$ cat config.mk
export PLATFORM = sky130hd
export DESIGN_NAME = fetch_unit
export DESIGN_NICKNAME = d
export VERILOG_FILES = /design/src/rtl/cpu_pkg.sv /design/src/rtl/fetch_lat_counter.sv /design/src/rtl/fetch_unit.sv
export SDC_FILE = /design/constraint.sdc
export NUM_CORES = 1
export LEC_CHECK = 0
export ABC_AREA = 1
export ABC_CLOCK_PERIOD_IN_PS = 3100
export CELL_PAD_IN_SITES_DETAIL_PLACEMENT = 1
export CELL_PAD_IN_SITES_GLOBAL_PLACEMENT = 1
export CORE_ASPECT_RATIO = 2
export CORE_MARGIN = 2
export CORE_UTILIZATION = 31
export CTS_BUF_LIST = sky130_fd_sc_hd__clkbuf_16
export DETAILED_ROUTE_END_ITERATION = 7
export PLACE_DENSITY = 0.8
export SLEW_MARGIN = 5
export SYNTH_ARGS = -nofsm -noshare
export SYNTH_HDL_FRONTEND = slang
export SYNTH_SLANG_ARGS = --single-unit
$ cat constraint.sdc
create_clock -name clk -period 3.1 [get_ports clk]
set_clock_uncertainty 0.05 [all_clocks]
set_input_delay 0.31 -clock clk [delete_from_list [all_inputs] [get_ports clk]]
set_output_delay 0.31 -clock clk [all_outputs]
set_load 0.03 [all_outputs]
$ cat src/rtl/cpu_pkg.sv
// Shared CPU definitions: fetch FSM states, default bus widths, reset PC.
// No logic; imported by the fetch datapath and its latency counter.
package cpu_pkg;

    localparam int CPU_DATA_WIDTH = 16;
    localparam int CPU_ADDR_WIDTH = 8;
    localparam int CPU_RESET_PC   = 0;

    // Counter is sized for the largest legal memory latency (7 -> loads 6).
    localparam int LAT_CNT_W      = $clog2(8);

    typedef enum logic [1:0] {
        S_ISSUE = 2'd0,
        S_WAIT  = 2'd1,
        S_VALID = 2'd2
    } fetch_state_e;

    function automatic logic [LAT_CNT_W-1:0] lat_load_val(input int unsigned latency);
        return LAT_CNT_W'(latency - 1);
    endfunction

endpackage

$ cat src/rtl/fetch_lat_counter.sv
// Loadable down-counter timing the wait for fixed-latency RAM read data.
// Latency: count registered, zero flag combinational from count; no backpressure.
module fetch_lat_counter
    import cpu_pkg::*;
#(
    parameter int W = LAT_CNT_W
) (
    input  logic         i_clk,
    input  logic         i_reset_n,
    input  logic         i_clear,
    input  logic         i_load,
    input  logic [W-1:0] i_load_val,
    input  logic         i_dec,
    output logic         o_zero
);

    logic [W-1:0] r_cnt;

    // Clear beats load so a redirect always leaves the counter idle.
    always_ff @(posedge i_clk) begin
        if (!i_reset_n || i_clear) begin
            r_cnt <= '0;
        end else if (i_load) begin
            r_cnt <= i_load_val;
        end else if (i_dec && (r_cnt != '0)) begin
            r_cnt <= r_cnt - 1'b1;
        end
    end

    assign o_zero = (r_cnt == '0);

endmodule

$ cat src/rtl/fetch_unit.sv
// Instruction fetch: PC, fixed-latency RAM read, instruction register. Optional FETCH_UNIT_PERF_EN counters.
// Latency: data captured MEM_LATENCY edges after issue, MEM_LATENCY+2 cycles per instruction.
// Backpressure: instr_valid holds until instr_ready; no new issue meanwhile; branch redirects from any state.
module fetch_unit
    import cpu_pkg::*;
#(
    parameter int                    DATA_WIDTH  = CPU_DATA_WIDTH,
    parameter int                    ADDR_WIDTH  = CPU_ADDR_WIDTH,
    parameter int                    MEM_LATENCY = 1,
    parameter logic [ADDR_WIDTH-1:0] RESET_PC    = ADDR_WIDTH'(CPU_RESET_PC)
) (
    input  logic                  clk,
    input  logic                  reset_n,
    input  logic                  run,
    input  logic                  branch_valid,
    input  logic [ADDR_WIDTH-1:0] branch_target,
    output logic                  mem_rd_en,
    output logic [ADDR_WIDTH-1:0] mem_addr,
    input  logic [DATA_WIDTH-1:0] mem_rdata,
    output logic [DATA_WIDTH-1:0] instruction,
    output logic [ADDR_WIDTH-1:0] instr_pc,
    output logic                  instr_valid,
    input  logic                  instr_ready,
    output logic [ADDR_WIDTH-1:0] pc
`ifdef FETCH_UNIT_PERF_EN
    ,
    output logic [31:0]           fetch_count,
    output logic [15:0]           flush_count
`endif
);

    localparam logic [LAT_CNT_W-1:0] LAT_LOAD = lat_load_val(MEM_LATENCY);

    fetch_state_e          r_state;
    logic [ADDR_WIDTH-1:0] r_pc;
    logic [DATA_WIDTH-1:0] r_instr;
    logic [ADDR_WIDTH-1:0] r_instr_pc;
    logic                  r_instr_vld;

    logic                  w_issue;
    logic                  w_lat_dec;
    logic                  w_lat_zero;

    // Issue depends only on state, run and branch: instr_ready never reaches mem_rd_en.
    assign w_issue   = (r_state == S_ISSUE) && run && !branch_valid;
    assign w_lat_dec = (r_state == S_WAIT) && !w_lat_zero;

    fetch_lat_counter #(
        .W(LAT_CNT_W)
    ) u_lat_cnt (
        .i_clk      (clk),
        .i_reset_n  (reset_n),
        .i_clear    (branch_valid),
        .i_load     (w_issue),
        .i_load_val (LAT_LOAD),
        .i_dec      (w_lat_dec),
        .o_zero     (w_lat_zero)
    );

    always_ff @(posedge clk) begin
        if (!reset_n) begin
            r_state     <= S_ISSUE;
            r_pc        <= RESET_PC;
            r_instr     <= '0;
            r_instr_pc  <= '0;
            r_instr_vld <= 1'b0;
        end else if (branch_valid) begin
            // Redirect wins everywhere; an in-flight read is simply never sampled.
            r_state     <= S_ISSUE;
            r_pc        <= branch_target;
            r_instr_vld <= 1'b0;
        end else begin
            case (r_state)
                S_ISSUE: begin
                    if (w_issue) begin
                        r_state <= S_WAIT;
                    end
                end
                S_WAIT: begin
                    if (w_lat_zero) begin
                        r_instr     <= mem_rdata;
                        r_instr_pc  <= r_pc;
                        r_pc        <= r_pc + 1'b1;
                        r_instr_vld <= 1'b1;
                        r_state     <= S_VALID;
                    end
                end
                S_VALID: begin
                    if (instr_ready) begin
                        r_instr_vld <= 1'b0;
                        r_state     <= S_ISSUE;
                    end
                end
                default: begin
                    r_state     <= S_ISSUE;
                    r_instr_vld <= 1'b0;
                end
            endcase
        end
    end

    assign mem_rd_en   = w_issue;
    assign mem_addr    = r_pc;
    assign pc          = r_pc;
    assign instruction = r_instr;
    assign instr_pc    = r_instr_pc;
    assign instr_valid = r_instr_vld;

`ifdef FETCH_UNIT_PERF_EN
    logic        w_handshake;
    logic        w_flush;
    logic [31:0] r_fetch_cnt;
    logic [15:0] r_flush_cnt;

    // A branch coinciding with a handshake is a completed fetch, not a flush.
    assign w_handshake = r_instr_vld && instr_ready;
    assign w_flush     = branch_valid &&
                         ((r_state == S_WAIT) || (r_instr_vld && !instr_ready));

    always_ff @(posedge clk) begin
        if (!reset_n) begin
            r_fetch_cnt <= '0;
            r_flush_cnt <= '0;
        end else begin
            if (w_handshake && (r_fetch_cnt != '1)) begin
                r_fetch_cnt <= r_fetch_cnt + 1'b1;
            end
            if (w_flush && (r_flush_cnt != '1)) begin
                r_flush_cnt <= r_flush_cnt + 1'b1;
            end
        end
    end

    assign fetch_count = r_fetch_cnt;
    assign flush_count = r_flush_cnt;
`endif

endmodule

==> run metrics, run 1 <==
status complete, no violations; Multi-input gate area approximately 720 um2; total track usage 0.1662; synth top area cells dfxtp_1 (45%), nor2_1 (12%), o21ai_0 (8.9%); Die ar. ~6100 um2; post-cts gate resize count 0; Syn Std Cell Area 1689 um2; CTS tree yes; synthesis-to-layout area growth 48.67%; Synth Area per Inst between 7 and 8 um2; Leak 0.9777 nW; slew margin rel. 0.7330; CP max FO 10; Synth Area in Adders 0.02222; I/O pins 71; DRT Wirelength between 4 and 5 mm; Gate Count Post-Synth ~230; r2r worst-path depth 9; router iterations before antenna repair 4; Synthesized Nets roughly 260; Worst-Skew Late Latency 0.28 ns; gr ovfl total 0; Row Count 38; DR iter-0 viols 24; Worst Setup End Kind output pin; die height between 100 and 150 um; Reg2Reg Setup Slack approximately 1.3 ns; antenna violations before repair 0; first-pass GRT wire length ~8.1 mm; Startpoint Class primary input; Detail Placement HPWL ~3.4 mm; IO buf count 70; maximum vdd drop about 0.42 mV; diode count 0; ANT nets after route 0; CTS Buf Count 5; Critical Path AT just over 2 ns; Seq/Total Area, Yosys 0.4504; RSZ-0062 raised after global routing false; # DRC 0; min-delay src u_lat_cnt.r_cnt[1]; Clk pin slew, worst setup/hold paths approximately 0.06 ns; reg2reg start u_lat_cnt.r_cnt[0]; synth unique cells 27; RR Endpoint instr_pc[0]; clk sinks 38; #FFs+latches synth 38; Min-Delay Path Depth 1; Tightest Pin Transition 0.3993 ns; Power Dens Cells approximately 500 nW/um2; Hold Path Sink u_lat_cnt.r_cnt[1]; Synth top area share 0.4504; fin. max-slew vios 0; WP data required 2.74 ns; main combinational cell family by area after synthesis simple AND/OR/NAND/NOR gates; Tcrit/Tclk final 0.7748; Avg WL per Cell about 14 um; GP Congestion about 0.77; initial core utilization 0.3172; vias post-DR between 1,500 and 2,000; pin count of the biggest net entering global routing 33; setup bufs post-CTS 0; Placeable Area between 5000 and 6000 um2; Fin. Hold Viols 0; FF+latch area roughly 760 um2; mux share of post-synthesis cell area 0; final setup fails 0; Synth Area in Simple Gates 0.2348; # hold bufs at CTS 0; minimum clock period roughly 2.4 ns; Via density between 4 and 5; Fmax roughly 420 MHz; Root Buffer clkbuf_16; area leader, netlist dfxtp_1; share of cells above drive strength 1 0.06250; Max-cap violations 0; Finished Layout Cells between 300 and 400; Fin Setup TNS 0 ns; placed cells between 300 and 400; vias in the first global route 1,772; Fillers about 670; Post-Synth XOR/XNOR Area 0; Max H-tree Level 2; Hold Crit Class reg -> reg; die width 56.20 um; Compound-Gate Fraction of Synth Area 0.1674; Design Power 1.275 mW; Ys Warns 0; WS Path Type in -> out; final net count 319; clk buf depth 2
-- Yosys cell counts --
cell	count
a211oi_1	2
a211oi_2	1
a21oi_1	15
a31oi_1	2
buf_1	1
buf_12	1
buf_4	11
buf_6	1
clkbuf_1	1
clkbuf_2	1
dfxtp_1	38
ha_1	3
inv_1	19
inv_2	2
inv_4	1
nand2_1	29
nand2_2	1
nand2_4	1
nand3_1	6
nand3_2	2
nand3b_1	1
nand4_1	1
nor2_1	52
nor2_4	1
o211a_1	1
o21a_1	1
o21ai_0	30
-- logic make-up after synthesis --
| family | Yosys count |
|---|---|
| AND/OR/NAND/NOR | 94 |
| AO/OA/AOI/OAI | 52 |
| buffers and inverters | 38 |
| flip-flops | 38 |
| adder cells (fa/ha/maj) | 3 |
-- worst max path at each step --
stage / startpoint / endpoint / slack (ns) / depth (start not counted)
6_report: branch_valid / mem_rd_en / 0.70 / 5
5_1_grt: branch_valid / mem_rd_en / 0.57 / 5
4_1_cts: branch_valid / mem_rd_en / 0.67 / 5
3_5_place_dp: branch_valid / mem_rd_en / 0.69 / 5
3_3_place_gp: branch_valid / mem_rd_en / 0.74 / 5
2_1_floorplan: u_lat_cnt.r_cnt[0] / instr_pc[0] / 1.63 / 9
-- power by group --
group / switching (mW) / total (mW) / internal [mW]
registers: 0.0155 / 0.518 / 0.503
clock network: 0.204 / 0.581 / 0.377
logic: 0.0939 / 0.176 / 0.0822
total: 0.313 / 1.27 / 0.961
-- cell type report --
type | instances | share of cell area
Timing Repair Buffer | 71 | 0.2820
Tap cell | 60 | 0.02990
Inverter | 22 | 0.03388
Clock buffer | 5 | 0.04983
Multi-Input combinational cell | 149 | 0.2855
Clock inverter | 3 | 0.01594
Sequential cell | 38 | 0.3029
-- sequential cells by signal, summed over array words and instances, names as in the netlist --
| name | cells |
|---|---|
| instr_valid | 1 |
| r_state | 2 |
| instr_pc | 8 |
| instruction | 16 |
| mem_addr | 8 |
| u_lat_cnt.r_cnt | 3 |
-- per-stage QoR --
step                      worst slack, ns  area, um2  utilization  hold slack (ns)
after floorplan                     1.631       1689            -           0.3904
after global placement             0.7354       2346       0.4406           0.3991
after detailed placement           0.6874       2346       0.4406           0.4053
after CTS                          0.6740       2511       0.4716           0.4190
after global routing               0.5662       2511       0.4716           0.4318
final                              0.6981       2511       0.4716           0.4157
-- critical path: stages --
cell and delay [ns]:
clkdlybuf4s50_1 0.61, inv_2 0.24, nand3_1 0.14, inv_1 0.08, clkdlybuf4s50_1 0.66
-- layout by cell type (no fill, tap or decap), drive strengths merged --
| cell | synthesis | layout |
|---|---|---|
| a211oi | 3 | 3 |
| clkinv | 0 | 2 |
| buf | 14 | 1 |
| bufinv | 0 | 1 |
| inv | 22 | 22 |
| nand3b | 1 | 1 |
| nand3 | 8 | 8 |
| a31oi | 2 | 2 |
| dfxtp | 38 | 38 |
| o21ai | 30 | 30 |
| nand2 | 31 | 31 |
| a21oi | 15 | 15 |
| nand4 | 1 | 1 |
| clkbuf | 2 | 5 |
| o211a | 1 | 1 |
| clkdlybuf4s50 | 0 | 70 |
| ha | 3 | 3 |
| nor2 | 53 | 53 |
| o21a | 1 | 1 |
-- per-layer routing --
| metal | up-vias | wire length (um) | GRT usage |
|---|---|---|---|
| li1 | 841 | - | - |
| met4 | 0 | 57 | 0.04592 |
| met5 | - | 0 | 0 |
| met1 | 789 | 1999 | 0.1928 |
| met3 | 3 | 337 | 0.05024 |
| met2 | 60 | 2367 | 0.2924 |
No activity file was read; power rests on OpenSTA's default activity.
==> inputs of run 2 (changes only) <==
--- a/config.mk
+++ b/config.mk
@@ -6,15 +6,15 @@
 export NUM_CORES = 1
 export LEC_CHECK = 0
 export ABC_AREA = 1
-export ABC_CLOCK_PERIOD_IN_PS = 3100
+export ABC_CLOCK_PERIOD_IN_PS = 2350
 export CELL_PAD_IN_SITES_DETAIL_PLACEMENT = 1
 export CELL_PAD_IN_SITES_GLOBAL_PLACEMENT = 1
 export CORE_ASPECT_RATIO = 2
 export CORE_MARGIN = 2
-export CORE_UTILIZATION = 31
+export CORE_UTILIZATION = 29
 export CTS_BUF_LIST = sky130_fd_sc_hd__clkbuf_16
 export DETAILED_ROUTE_END_ITERATION = 7
-export PLACE_DENSITY = 0.8
+export PLACE_DENSITY = 0.76
 export SLEW_MARGIN = 5
 export SYNTH_ARGS = -nofsm -noshare
 export SYNTH_HDL_FRONTEND = slang
==> constraint.sdc (replaced) <==
create_clock -name clk -period 2.35 [get_ports clk]
set_clock_uncertainty 0.05 [all_clocks]
set_input_delay 0.235 -clock clk [delete_from_list [all_inputs] [get_ports clk]]
set_output_delay 0.235 -clock clk [all_outputs]
set_load 0.03 [all_outputs]
==> run metrics, run 2 (same netlist as run 1, synthesis figures left out) <==
status complete, no violations; Startpoint Class primary input; synthesis-to-layout area growth 50.59%; GP Congestion 0.7869 (+2.7%); RSZ-0062 raised after global routing false; diode count 0 (unchanged); most frequent CP cell clkdlybuf4s50_1; Avg WL per Cell 13.60 um (-0.57%); Fillers 711 (+6.6%); Crit path buffers/inverters 4 (unchanged); Max H-tree Level 2 (unchanged); die height 111.9 um (+3.3%); # DRC 0 (unchanged); commonest non-fill, non-tap cell in the layout clkdlybuf4s50_1; Fmax between 500 and 600 MHz; Via density 4.723 (-2.9%); CP max FO 7 (-3); Finished Layout Cells 350 (+0.57%); Tightest Pin Transition 0.3463 ns (-0.05296 ns); Placeable Area 5660 um2 (+6.3%); Tcrit/Tclk final 0.8443; CP max-delay cell clkdlybuf4s50_1; IO buf count 70 (unchanged); clk buf depth 2 (unchanged); crit-path leading delay family buffers and inverters; total track usage 0.1588 (-0.007358); Largest register FFs 16 (unchanged); Detail Placement HPWL 3.514 mm (+2.0%); Leak 0.9904 nW (+1.3%); CP cell instances clkdlybuf4s50_1 > inv_2 > nand3_1 > inv_1 > clkdlybuf4s50_1; Critical Path AT 1.70 ns (-0.34 ns); gr ovfl total 0 (unchanged); ANT nets after route 0 (unchanged); final net count 320 (+0.31%); Root Buffer clkbuf_16; commonest non-fill, non-tap cells in the layout clkdlybuf4s50_1 (70), nor2_1 (52), dfxtp_1 (38); maximum vdd drop 0.5923 mV (+40%); delay of the slowest cell on the worst path 0.66 ns (about the same); DRT Wirelength 4.761 mm (unchanged); Row Count 39 (+2.6%); fin. max-slew vios 0 (unchanged); placed cells 342 (+0.59%); Max-cap violations 0 (unchanged); clk sinks 38 (unchanged); Fin Setup TNS 0 ns (unchanged); # hold bufs at CTS 0 (unchanged); I/O pins 71 (unchanged); Design Power 1.782 mW (+40%); Power Dens Cells 700.6 nW/um2 (+38%); WP data required 2.07 ns (-0.67 ns); Fin. Hold Viols 0 (unchanged); WS Path Type in -> out; post-cts gate resize count 0 (unchanged); CTS tree yes; Worst-Skew Late Latency 0.28 ns (about the same); minimum clock period between 1.5 and 2 ns; CTS Buf Count 5 (unchanged); antenna violations before repair 0 (unchanged); Clk pin slew, worst setup/hold paths 0.06 ns (about the same); Reg2Reg Setup Slack 0.54 ns (-0.74 ns); Die ar. 6488 um2 (+6.5%); initial core utilization 0.2984 (-0.01879); DR iter-0 viols 35 (+46%); die width 57.97 um (+3.1%); vias in the first global route 1,685 (-4.9%); router iterations before antenna repair 4 (unchanged); Hold Crit Class reg -> reg; setup bufs post-CTS 0 (unchanged); slew margin rel. 0.7684 (+0.03542); vias post-DR 1,653 (-2.4%); first-pass GRT wire length 7.969 mm (-1.9%); final setup fails 0 (unchanged); pin count of the biggest net entering global routing 33 (unchanged); share of cells above drive strength 1 0.06228 (-0.0002163); Final Util 0.4494 (-0.02219); Worst Setup End Kind output pin
[run 2: changes by cell type in the layout (fill, tap and decap cells not counted)]
cell,delta
buf_4,+1
bufinv_16,+1
clkinv_1,+1
clkinv_2,-2
[run 2: per-layer routing]
metal / vias to the layer above / part of all wire / GRT usage
li1: 837 / - / -
met1: 769 / 0.37 / 0.1557
met2: 40 / 0.57 / 0.3015
met3: 7 / 0.043 / 0.02787
met4: 0 / 0.022 / 0.07752
met5: - / 0 / 0
[run 2: where the power goes]
group          total (mW)  internal, mW  switching [mW]
clock               0.865         0.604           0.261
combinational       0.233         0.110           0.124
sequential          0.683         0.663          0.0203
total                1.78          1.38           0.405
[run 2: worst register-to-register path, cell delays in order (launching register included)]
cell	delay, ns
dfxtp_1	0.31
inv_1	0.08
ha_1	0.15
ha_1	0.15
inv_1	0.07
nor2_4	0.15
nand2_4	0.16
inv_4	0.31
nand2_1	0.14
a31oi_1	0.16
[run 2: area by class of cell]
class / count / area, um2 / share of cell area
inverter: 22 / 85.08 / 0.03345
clock inverter: 3 / 63.81 / 0.02509
multi-input combinational: 149 / 716.9 / 0.2818
tap: 61 / 76.32 / 0.03000
clock buffer: 5 / 125.1 / 0.04919
sequential: 38 / 760.7 / 0.2991
timing repair buffer: 72 / 715.7 / 0.2814
[run 2: through the flow]
| step | cell area [um2] | setup WS (ns) | hold slack [ns] |
|---|---|---|---|
| after global routing | 2544 | 0.2754 | 0.4481 |
| final | 2544 | 0.3659 | 0.4214 |
| after detailed placement | 2355 | 0.3594 | 0.4171 |
| after floorplan | 1689 | 0.8811 | 0.3233 |
| after CTS | 2544 | 0.3577 | 0.4263 |
| after global placement | 2355 | 0.3806 | 0.3975 |
[run 2: path summary, 6_finish.rpt]
kind,start,endpoint,cells past startpoint
worst min register to register,u_lat_cnt.r_cnt[0],u_lat_cnt.r_cnt[0],2
worst max register to register,u_lat_cnt.r_cnt[0],mem_addr[0],9
worst min-delay path,u_lat_cnt.r_cnt[0],u_lat_cnt.r_cnt[0],2
worst max-delay path,branch_valid,mem_rd_en,5
==> variant: new RTL, flow settings as in run 2 <==
`CPU_ADDR_WIDTH`: 8 -> 6.
--- a/src/rtl/cpu_pkg.sv
+++ b/src/rtl/cpu_pkg.sv
@@ -4,5 +4,5 @@
 
     localparam int CPU_DATA_WIDTH = 16;
-    localparam int CPU_ADDR_WIDTH = 8;
+    localparam int CPU_ADDR_WIDTH = 6;
     localparam int CPU_RESET_PC   = 0;
 
Interface: changed (resized branch_target, instr_pc, mem_addr and pc); port bits go from 71 to 63. The function was not compared with the original's and may differ.
==> variant against run 2 <==
Critical path depth unchanged. Area after synthesis decreased by 11%. Sequential power down 11%. Die area down 10%. Wire length shrank 11%. Sequential cell count shrank 4. Synthesized cell count shrank 12%. Count of clock-buffer cells in the layout stayed put. Clock power decreased by 16%. Setup slack got worse by 0.058 ns. Cell area decreased by 11%. Power shrank 14%. Highest routed layer unchanged.
==> variant: results (changes against run 2) <==
[route]
drt-met1-wl_um=1510  ; -13%
met3_length_um=199  ; -2.5%
drtIter0Drc=25  ; -29%
dr_wl_met2_um=2490  ; -8.2%
vias_per_cell=4.65  ; -1.6%

[power_and_ir_drop]
peakVddDrop_uv=481  ; -19%
switching_share=0.230  ; +0.00244
p_leak_uw=0.000978  ; -1.2%
power_frac_clock=0.476  ; -0.010
power.total_uw=1530  ; -14%
seq_power_uw=610  ; -11%

[final_layout]
bufAreaShareNonClock=0.283  ; +0.00199
inverters_excl_clock=20  ; -9.1%
clk_share=0.0728  ; -0.00151
drive_above_1_share=0.0620  ; -0.000268
multi_input_gates=131  ; -12%
fillers=653  ; -8.2%
regArea_um2=681  ; -11%
fin_cells=316  ; -9.7%
num-nets-final=287  ; -10%
seq_cells=34  ; -11%
multi_input_area_share=0.279  ; -0.00291
n_all_buffers=65  ; -9.7%

[worst_setup_path]
rrSetupSlack_ns=0.49  ; -0.05 ns
arrival_ns=1.76  ; +0.06 ns
crit_end=mem_rd_en
r2r_end=instr_pc[0]$_SDFFE_PN0P_
ff2ff_path_depth=8  ; -1

[synth]
postSynthNetCount=229  ; -11%
ys_top_cells_by_area=dfxtp_1, nor2_1, o21ai_0
synthTopCellsByCount=nor2_1, dfxtp_1, nand2_1, inv_1, o21ai_0
ys_types=25  ; -7.4%
avgSynthCellArea_um2=7.55  ; +0.59%
seq_area_frac_synth=0.453  ; +0.00259

[clock_tree]
clk_path_buf_depth=2  ; unchanged
htree_levels=2  ; unchanged
cts.clk_slew.worst_paths_ns=0.06  ; about the same

[grt]
grt_use_met2=0.297  ; -0.00475
grt_use_total=0.160  ; +0.000725
grt_max_degree=29  ; -12%
grt_pass1_wl_um=6780  ; -15%
first_global_vias=1491  ; -12%
gr-usage-met3=0.0368  ; +0.00895

[min_path]
holdCritStartpoint=instr_valid$_SDFFE_PP0P_
hold_end=instr_valid$_SDFFE_PP0P_

[place]
port_buffers=62  ; -11%
gp_congestion=0.786  ; -0.14%
dpl.cell_count=308  ; -9.9%
hpwl_um=3160  ; -10%

[run_status]
status=complete, no violations

[sta]
slew-limit-headroom=0.568  ; -0.200
whs_ns=0.416  ; -0.00553 ns

[floorplanning]
die_w_um=54.9  ; -5.3%

variant: cell count changes after synthesis, moves of 2 or more:
cell | before | now
inv_2 | 2 | 0
buf_2 | 0 | 3
nor2_1 | 52 | 45
nand3_2 | 2 | 0
nand3_1 | 6 | 12
a21oi_1 | 15 | 13
o21ai_0 | 30 | 18
buf_4 | 11 | 6
a211oi_1 | 2 | 0
dfxtp_1 | 38 | 34
nand2_1 | 29 | 23
o21ai_1 | 0 | 6
variant: cell families after synthesis:
| family | synth area share |
|---|---|
| AO/OA/AOI/OAI | 0.138 |
| XOR/XNOR | 0.00583 |
| adder cells (fa/ha/maj) | 0.0250 |
| buffers and inverters | 0.126 |
| flip-flops | 0.453 |
| multiplexers | 0.00666 |
| AND/OR/NAND/NOR | 0.246 |
variant: through the flow:
step                      worst slack (ns)   util
after floorplan                      0.837      -
after global placement               0.351  0.413
after detailed placement             0.303  0.413
after CTS                            0.305  0.446
after global routing                 0.205  0.446
final                                0.308  0.446
